$ cat config.mk
export PLATFORM = sky130hd
export DESIGN_NAME = escaner_canales
export DESIGN_NICKNAME = d
export VERILOG_FILES = /design/src/rtl/escaner_canales.sv
export SDC_FILE = /design/constraint.sdc
export NUM_CORES = 1
export LEC_CHECK = 0
export CORE_MARGIN = 2
export CORE_UTILIZATION = 55
export CTS_CLUSTER_SIZE = 14
export DETAILED_ROUTE_END_ITERATION = 12
export GPL_TIMING_DRIVEN = 0
export PLACE_DENSITY = 0.83
export SYNTH_ARGS = -nofsm -noshare
export SYNTH_HDL_FRONTEND = slang
export SYNTH_SLANG_ARGS = --single-unit
$ cat constraint.sdc
create_clock -name i_Clk -period 6.6 [get_ports i_Clk]
set_clock_uncertainty 0.15 [all_clocks]
set_input_delay 1.32 -clock i_Clk [delete_from_list [all_inputs] [get_ports i_Clk]]
set_output_delay 1.32 -clock i_Clk [all_outputs]
set_load 0.03 [all_outputs]
$ cat src/rtl/escaner_canales.sv
// escaner_canales
//   Scans the four inputs of an external 4:1 multiplexer. Each scan visits
//   channels 0..3 in order. For each channel it drives o_Sel, waits
//   ASENTAMIENTO cycles for the mux output to settle, and then captures
//   i_Dato into that channel's result register.
//
//   Optional feature, selected by the macro ESCANER_CONTINUO_EN:
//     undefined -> one scan per i_Inicio request, then back to idle.
//     defined   -> after the first request, scans repeat back-to-back
//                  until reset.
//
// Ports
//   i_Clk               clock; all state changes on its rising edge
//   i_Rst               synchronous, active-high reset
//   i_Inicio            start request; honoured only while idle
//   i_Dato[ANCHO]       mux output for the channel currently on o_Sel
//   o_Sel[2]            channel select driven to the mux
//   o_Ocupado           high while a scan is in progress
//   o_Listo             one-cycle pulse when a 4-channel scan completes
//   o_Canal_0..3[ANCHO] last captured value of each channel
module escaner_canales #(
  parameter int ANCHO        = 4,
  parameter int ASENTAMIENTO = 3
) (
  input  logic             i_Clk,
  input  logic             i_Rst,
  input  logic             i_Inicio,
  input  logic [ANCHO-1:0] i_Dato,
  output logic [1:0]       o_Sel,
  output logic             o_Ocupado,
  output logic             o_Listo,
  output logic [ANCHO-1:0] o_Canal_0,
  output logic [ANCHO-1:0] o_Canal_1,
  output logic [ANCHO-1:0] o_Canal_2,
  output logic [ANCHO-1:0] o_Canal_3
);

  typedef enum logic [1:0] {
    REPOSO  = 2'd0,
    ASENTAR = 2'd1,
    CAPTURA = 2'd2,
    FIN     = 2'd3
  } estado_t;

  // Settle count at which ASENTAR hands over to CAPTURA. ASENTAR
  // therefore lasts exactly ASENTAMIENTO cycles.
  localparam logic [7:0] CNT_ULTIMO = 8'(ASENTAMIENTO - 1);

  estado_t          estado_q, estado_d;
  logic [7:0]       cnt_q, cnt_d;
  logic [1:0]       idx_q, idx_d;
  logic [1:0]       sel_q, sel_d;
  logic             ocupado_q, ocupado_d;
  logic             listo_q, listo_d;
  logic [ANCHO-1:0] canal_q [4];
  logic [ANCHO-1:0] canal_d [4];

  always_comb begin
    estado_d  = estado_q;
    cnt_d     = cnt_q;
    idx_d     = idx_q;
    sel_d     = sel_q;
    ocupado_d = ocupado_q;
    listo_d   = 1'b0;
    canal_d   = canal_q;

    case (estado_q)
      REPOSO: begin
        sel_d     = 2'd0;
        ocupado_d = 1'b0;
        if (i_Inicio) begin
          estado_d  = ASENTAR;
          idx_d     = 2'd0;
          cnt_d     = 8'd0;
          ocupado_d = 1'b1;
        end
      end

      ASENTAR: begin
        cnt_d = cnt_q + 8'd1;
        if (cnt_q == CNT_ULTIMO) begin
          estado_d = CAPTURA;
        end
      end

      CAPTURA: begin
        // o_Sel is left alone here. It only moves after the capture edge,
        // so the mux has been stable for the whole settle window.
        canal_d[idx_q] = i_Dato;
        if (idx_q != 2'd3) begin
          idx_d    = idx_q + 2'd1;
          sel_d    = idx_q + 2'd1;
          cnt_d    = 8'd0;
          estado_d = ASENTAR;
        end else begin
          estado_d = FIN;
          listo_d  = 1'b1;
        end
      end

      FIN: begin
`ifdef ESCANER_CONTINUO_EN
        estado_d  = ASENTAR;
        idx_d     = 2'd0;
        cnt_d     = 8'd0;
        sel_d     = 2'd0;
        ocupado_d = 1'b1;
`else
        estado_d  = REPOSO;
        sel_d     = 2'd0;
        ocupado_d = 1'b0;
`endif
      end

      default: begin
        estado_d = REPOSO;
      end
    endcase
  end

  always_ff @(posedge i_Clk) begin
    if (i_Rst) begin
      estado_q  <= REPOSO;
      cnt_q     <= 8'd0;
      idx_q     <= 2'd0;
      sel_q     <= 2'd0;
      ocupado_q <= 1'b0;
      listo_q   <= 1'b0;
      for (int i = 0; i < 4; i++) begin
        canal_q[i] <= '0;
      end
    end else begin
      estado_q  <= estado_d;
      cnt_q     <= cnt_d;
      idx_q     <= idx_d;
      sel_q     <= sel_d;
      ocupado_q <= ocupado_d;
      listo_q   <= listo_d;
      canal_q   <= canal_d;
    end
  end

  assign o_Sel     = sel_q;
  assign o_Ocupado = ocupado_q;
  assign o_Listo   = listo_q;
  assign o_Canal_0 = canal_q[0];
  assign o_Canal_1 = canal_q[1];
  assign o_Canal_2 = canal_q[2];
  assign o_Canal_3 = canal_q[3];

endmodule

Word level (Yosys, flattened, before mapping)
Cells that the tools add are included.

Bits in registers: 32. Bits of input ports: 7. Output and inout port bits: 20. Word-level logic and storage cells: 53.

Add/sub/neg operators: 2. $lt $le $gt $ge: 2. Equal/unequal tests: 8. Multiplexer cells: 17. Bitwise operators: 2. Reduce and logical (&&, ||, !) cells: 12.

Operators with widths (number): $pmux 8 s3 (1); $bwmux 16 (1); $mux 8 (2); $mux 2 (5); $add 8x1->8 const B (1); $demux 4 s2 (1); $eq 8x2->1 const B (1); $ne 2x2->1 const B (4); $pmux 2 s2 (2); $pmux 2 s4 (1); $reduce_and 3->1 (2); $reduce_bool 2->1 (3); $eq 2x2->1 const B (2); $mux 4 (1); $reduce_and 2->1 (2); $reduce_or 2->1 (2); $ge 3x3->1 const B (1); $lt 3x1->1 const B (1); $not 2->3 (1); $reduce_bool 3->1 (1); $add 2x1->2 const B (1); $eq 2x1->1 const B (1); $logic_not 2->1 (1); $mux 1 (2); other kinds (3) (3).

Depth between registers and ports, before layout
Gate-level depths: netlist of the first run.

Word-level depth: 6. Mapped depth: 7. Depth with buffers taken out: 6.

Worst setup path after synthesis of the first run
OpenSTA, ideal clock, no wires.

Path type: input -> register. From: input port i_Inicio. To: register cnt_q[7]. Setup time: 0.070 ns. Arrival: 2.318 ns. Required time: 6.380 ns. Slack: 4.062 ns. Stages on the path: 4. Path buffers: 0. Cells stage by stage: nor2b_1 > or3_1 > or4_1 > a21oi_1.

Longest elaborated chain between the ends: 2.

Ends and longest elaborated chain: start: declaration (line 27) `input logic i_Inicio,`; $ne 2x2->1 (no line); $reduce_and 3->1 (no line); end signal: assignment (line 134) `cnt_q <= cnt_d;`; end: declaration (line 50) `logic [7:0] cnt_q, cnt_d;`.

No other way between the ends. A chain may end at the register's enable or synchronous reset.

Worst setup path after layout of the first run
From: input port i_Inicio. To: register cnt_q[5].

Same word-level chain as after synthesis.

==> metrics, run 1 <==
path depth of the worst reg2reg path=7; CP max stage cell=clkdlybuf4s50_1; vias in the first global route=1252; port bufs=25; width of the die=55.7 um; EDFF count, synth=0; largest net degree at the start of global routing=11; top-count cell post-synth=dfxtp_1; Routed WL per cell=14.0 um; Comb power frac=31.3%; reg-to-reg slack, setup=between 4000 and 5000 ps; Initial DRC Count=54; register share of total power=44.1%; DIE AREA=3110 um^2; GR Overflow Total=0; max-slew violation count=0; Min Clock Period, post-route=2960 ps; Core Region=2500 um^2; CTS Buf Count=5; Synth-to-Final Area Change=24.0%; Detailed Route WL=3380 um; gr usage total=22.7%; multi-input logic area=779 um^2; First-pass DRT Iterations=4; Mapped Area=1470 um^2; TritonCTS clock tree=done; clock-pin slew on the worst setup and hold paths=roughly 90 ps; slew margin rel.=around 66%; routability cong.=0.857; pwr dens=279 nW/um^2; Highest Clock Rate=about 340 MHz; # H-tree levels=2; fill count=between 150 and 200; fin worst setup slack=approximately 3600 ps; Yosys warning total=0; Avg Inst Size Synth=8.23 um^2; synth top area cells=dfxtp_1, ha_1, a21oi_1; initial antenna violation count=0; synthesis-stage register bit count=32; Least-Margin Pin Slew=516 ps; clk sinks=32; RSZ-0062 raised after global routing=no; Root Buffer=clkbuf_4; FFs w/ async S/R, synth=0%; NetSw=181 uW; Rows=18; CP startpoint kind=input pin; Post-CTS Setup Bufs=0; die height=55.7 um; pre-CTS WS=3300 ps; top_reg_cell synth=dfxtp_1; Worst path top cell family by delay=buffers and inverters; classification of the worst setup path=in2reg; WHS Path Cells=2; drt via density=5.70; internal power=328 uW; worst path bufs/invs=2; n_diodes=0; r2r startpoint=estado_q[0]; required time of the critical path=6660 ps; worst-path fanout max=10; WHS Endpoint=o_Canal_0[2]; register area share after synthesis=43.5%; layout cells sized above 1=around 4.3%; DP HPWL=2520 um; r2r endpoint=cnt_q[5]; maximum root-to-sink buffer count=2; arrival time worst endpoint=3020 ps; period utilization=44.8%; PostCTS Resize Cnt=0; post-route DRC violation count=0; Post-CTS Hold Buffers=0; Pleak=0.000616 uW; Worst Setup End Kind=flip-flop; worst IR drop on VDD=0.246 mV; global-route wire length before repair=roughly 5600 um; Final Hold Fails=0; crit path cell chain=clkdlybuf4s50_1, nor2b_1, clkbuf_1, or3_1, o21bai_1, nor2_1; via count=1373; share of the synthesized area in the top cell type=43.5%; Worst path max stage delay=510 ps; worst skew pair latency=approximately 330 ps; Boundary Pins=27; max cap viols=0; post-synthesis cell type count=32; DRT antenna net count=0; Starting Density=58.9%; setup TNS=0 ps; Commonest cells post-synth=dfxtp_1, nand2_1, a21oi_1, nand3_1, nor2_1; hold_sp=o_Canal_0[2]; status=finished, final reports clean; Worst Hold Class=reg2reg; FF/Latch Area=641 um^2; Clock power frac=24.6%; Yosys top cell by area=dfxtp_1; Net Sw Frac=35.5%; Synthesized Nets=197; Syn Inst Count=179; endpoints failing setup=0; final net count=229
==> cell families after synthesis <==
family | Yosys count | synth area share (%)
flops | 32 | 43.5
simple gates | 79 | 25.9
buf+inv | 14 | 3.57
fa+ha+maj | 11 | 9.35
xor+xnor | 4 | 2.38
compound gates | 39 | 15.3
==> worst max path at each step <==
stage | start | endpoint | cells after the start
3_3_place_gp | i_Inicio | cnt_q[3] | 6
2_1_floorplan | i_Inicio | cnt_q[7] | 4
6_report | i_Inicio | cnt_q[5] | 6
4_1_cts | i_Inicio | cnt_q[5] | 6
5_1_grt | i_Inicio | cnt_q[6] | 6
3_5_place_dp | i_Inicio | cnt_q[5] | 6
==> layout by cell type, fill, tap and decap left out, types with 2 or more instances in the layout <==
cell and n:
clkdlybuf4s50_1 25, ha_1 11, nand3b_1 2, clkbuf_4 5, nor2b_1 3, clkbuf_8 2
nor4_1 3, nand4b_1 2, xnor2_1 4, inv_1 7, nor2_1 12, nor3_1 3
clkbuf_1 6, nand2_1 30, o21ai_0 5, nand3_1 16, o21bai_1 2, or3_1 2
a21oi_1 24, dfxtp_1 32
==> metal layers <==
metal | share of wire, % | GRT usage (%) | wire [um]
met2 | 46 | 35.7 | 1540
met4 | 1.9 | 6.97 | 63
met1 | 46 | 29.3 | 1560
met5 | 0 | 0 | 0
met3 | 6.3 | 7.91 | 212
==> power by group through the flow <==
| stage | Clock (uW) | Sequential (uW) | Combinational, uW |
|---|---|---|---|
| 3_3_place_gp | 0 | 227 | 152 |
| 5_1_grt | 134 | 227 | 177 |
| 3_5_place_dp | 0 | 229 | 157 |
| 4_1_cts | 126 | 224 | 159 |
| 2_1_floorplan | 0 | 239 | 101 |
| 6_report | 126 | 225 | 159 |
==> tightest hold or removal path: stages (launching register included) <==
cell     delay [ps]
dfxtp_1         320
nand2_1          50
a21oi_1          50
==> registers in the layout, summed over array words and instances, names as in the netlist <==
signal / cells
cnt_q: 8
estado_q: 2
idx_q: 2
o_Canal_0: 4
o_Canal_1: 4
o_Canal_2: 4
o_Canal_3: 4
o_Listo: 1
o_Ocupado: 1
o_Sel: 2
==> layout make-up <==
type	count	share of cell area (%)
Buffer	7	1.44
Clock buffer	7	3.56
Inverter	7	1.44
Multi-Input combinational cell	133	42.7
Sequential cell	32	35.1
Tap cell	30	2.06
Timing Repair Buffer	25	13.7
==> metrics by stage <==
step	area [um^2]	utilization, %	power [uW]	hold slack [ps]	std cells
2_1_floorplan	1470	-	340	302	179
3_3_place_gp	1760	70.4	379	293	234
3_5_place_dp	1760	70.4	386	298	234
4_1_cts	1830	73.0	509	311	241
5_1_grt	1830	73.0	538	331	241
6_report	1830	73.0	509	307	241
No activity file was read; power rests on OpenSTA's default activity.
==> inputs of run 2 (changes only) <==
--- a/config.mk
+++ b/config.mk
@@ -6,11 +6,11 @@
 export NUM_CORES = 1
 export LEC_CHECK = 0
 export CORE_MARGIN = 2
-export CORE_UTILIZATION = 55
+export CORE_UTILIZATION = 46
 export CTS_CLUSTER_SIZE = 14
 export DETAILED_ROUTE_END_ITERATION = 12
 export GPL_TIMING_DRIVEN = 0
-export PLACE_DENSITY = 0.83
+export PLACE_DENSITY = 0.74
 export SYNTH_ARGS = -nofsm -noshare
 export SYNTH_HDL_FRONTEND = slang
 export SYNTH_SLANG_ARGS = --single-unit
==> constraint.sdc (replaced) <==
create_clock -name i_Clk -period 2.6 [get_ports i_Clk]
set_clock_uncertainty 0.15 [all_clocks]
set_input_delay 0.52 -clock i_Clk [delete_from_list [all_inputs] [get_ports i_Clk]]
set_output_delay 0.52 -clock i_Clk [all_outputs]
set_load 0.03 [all_outputs]
==> run 2 against run 1 <==
Wire length rose by 3.2%. Hold slack gained 6.4 ps. Utilization decreased by 12 points. Critical path type is now reg2reg.
==> metrics, run 2 (same netlist as run 1, synthesis figures left out) <==
status=finished, final reports clean; n_diodes=0 (unchanged); crit path cell chain=inv_1, ha_1, nor2b_1, clkbuf_1, or3_1, o21bai_1, nor2_1; Worst Setup End Kind=flip-flop; slew margin rel.=64.2% (-1.3 points); Root Buffer=clkbuf_4; initial antenna violation count=0 (unchanged); Worst path max stage delay=440 ps (-70 ps); DIE AREA=3670 um^2 (+18%); CP max stage cell=or3_1; worst path bufs/invs=2 (unchanged); classification of the worst setup path=reg2reg; Pleak=0.000621 uW (+0.79%); final net count=229 (unchanged); global-route wire length before repair=5660 um (+1.1%); CTS Buf Count=5 (unchanged); Routed WL per cell=13.6 um (-2.9%); vias in the first global route=1246 (-0.48%); worst-path fanout max=10 (unchanged); RSZ-0062 raised after global routing=no; Min Clock Period, post-route=2290 ps; clk sinks=32 (unchanged); max cap viols=0 (unchanged); layout cells sized above 1=4.25% (-0.020 points); pre-CTS WS=114 ps (-3190 ps); Worst path top cell family by delay=simple AND/OR/NAND/NOR gates; First-pass DRT Iterations=4 (unchanged); post-route DRC violation count=0 (unchanged); endpoints failing setup=0 (unchanged); max-slew violation count=0 (unchanged); r2r endpoint=cnt_q[6]; Post-CTS Hold Buffers=0 (unchanged); most common cell after layout, fill and taps aside=dfxtp_1; CP startpoint kind=flip-flop; DP HPWL=2520 um (about the same); drt via density=5.44 (-4.6%); WHS Path Cells=2 (unchanged); max FFs per register=8 (unchanged); path depth of the worst reg2reg path=7 (unchanged); via count=1392 (+1.4%); maximum root-to-sink buffer count=2 (unchanged); CP Depth=7 (+1); Starting Density=48.2% (-11 points); Worst Hold Class=reg2reg; GR Overflow Total=0 (unchanged); dpl cell area=1780 um^2 (+1.0%); setup TNS=0 ps (unchanged); Highest Clock Rate=approximately 440 MHz; Largest Register=cnt_q; r2r startpoint=estado_q[0]; final core utilization=60.7% (-12 points); WHS Endpoint=o_Canal_3[0]; required time of the critical path=2680 ps (-3980 ps); arrival time worst endpoint=2370 ps (-650 ps); period utilization=88.0%; die height=60.6 um (+8.7%); largest net degree at the start of global routing=11 (unchanged); Core Region=3050 um^2 (+22%); DRT antenna net count=0 (unchanged); # H-tree levels=2 (unchanged); Rows=20 (+2); Initial DRC Count=73 (+35%); Least-Margin Pin Slew=536 ps (+20.1 ps); routability cong.=0.838 (-2.2%); Final Hold Fails=0 (unchanged); clock-pin slew on the worst setup and hold paths=110 ps (+20 ps); Detailed Route WL=3490 um (+3.2%); Synth-to-Final Area Change=25.9%; Boundary Pins=27 (unchanged); worst skew pair latency=340 ps (about the same); worst IR drop on VDD=0.370 mV (+50%); Post-CTS Setup Bufs=0 (unchanged); placed cells=248 (+6.0%); port bufs=25 (unchanged); hold_sp=o_Canal_3[0]; width of the die=60.6 um (+8.7%); pwr dens=735 nW/um^2 (+160%); TritonCTS clock tree=done; fin worst setup slack=313 ps (-3330 ps); gr usage total=21.0% (-1.7 points); reg-to-reg slack, setup=310 ps (-4020 ps); PostCTS Resize Cnt=0 (unchanged); timing startpoint of the critical path=estado_q[0]; cell area after layout=1850 um^2 (+1.6%); most frequent cells in the layout=dfxtp_1, nand2_1, clkdlybuf4s50_1; fin cells=256 (+6.2%)
==> run 2: routing by layer <==
layer,routed length [um],up-vias,track usage (%)
met5,0,-,0
met4,70,0,9.32
met3,218,8,6.61
met2,1510,62,29.5
met1,1700,637,29.6
li1,-,685,-
==> run 2: worst max path at each step <==
stage | end
after floorplan | cnt_q[7]
after global placement | cnt_q[5]
final | cnt_q[6]
after global routing | cnt_q[3]
after CTS | cnt_q[6]
after detailed placement | cnt_q[6]
==> run 2: per-stage QoR <==
step / hold slack [ps] / total power (uW)
2_1_floorplan: 302 / 863
3_3_place_gp: 294 / 964
3_5_place_dp: 301 / 987
4_1_cts: 317 / 1360
5_1_grt: 333 / 1440
6_report: 313 / 1360
==> run 2: cell type report <==
| class | instances | area [um^2] |
|---|---|---|
| Inverter | 7 | 26.3 |
| Multi-Input combinational cell | 133 | 779 |
| Sequential cell | 32 | 641 |
| Buffer | 7 | 26.3 |
| Timing Repair Buffer | 25 | 250 |
| Fill cell | 292 | 1200 |
| Clock buffer | 6 | 41.3 |
| Clock inverter | 2 | 35.0 |
| Tap cell | 44 | 55.1 |
==> run 2: power by group <==
group,switching [uW],internal [uW]
clock network,175,201
logic,262,153
registers,41.0,530
total,478,884
==> run 2: worst min-delay path: cells and delay by family, from the launching register on <==
family / cells / cell delay, ps
simple gates: 1 / 50
flops: 1 / 320
compound gates: 1 / 50
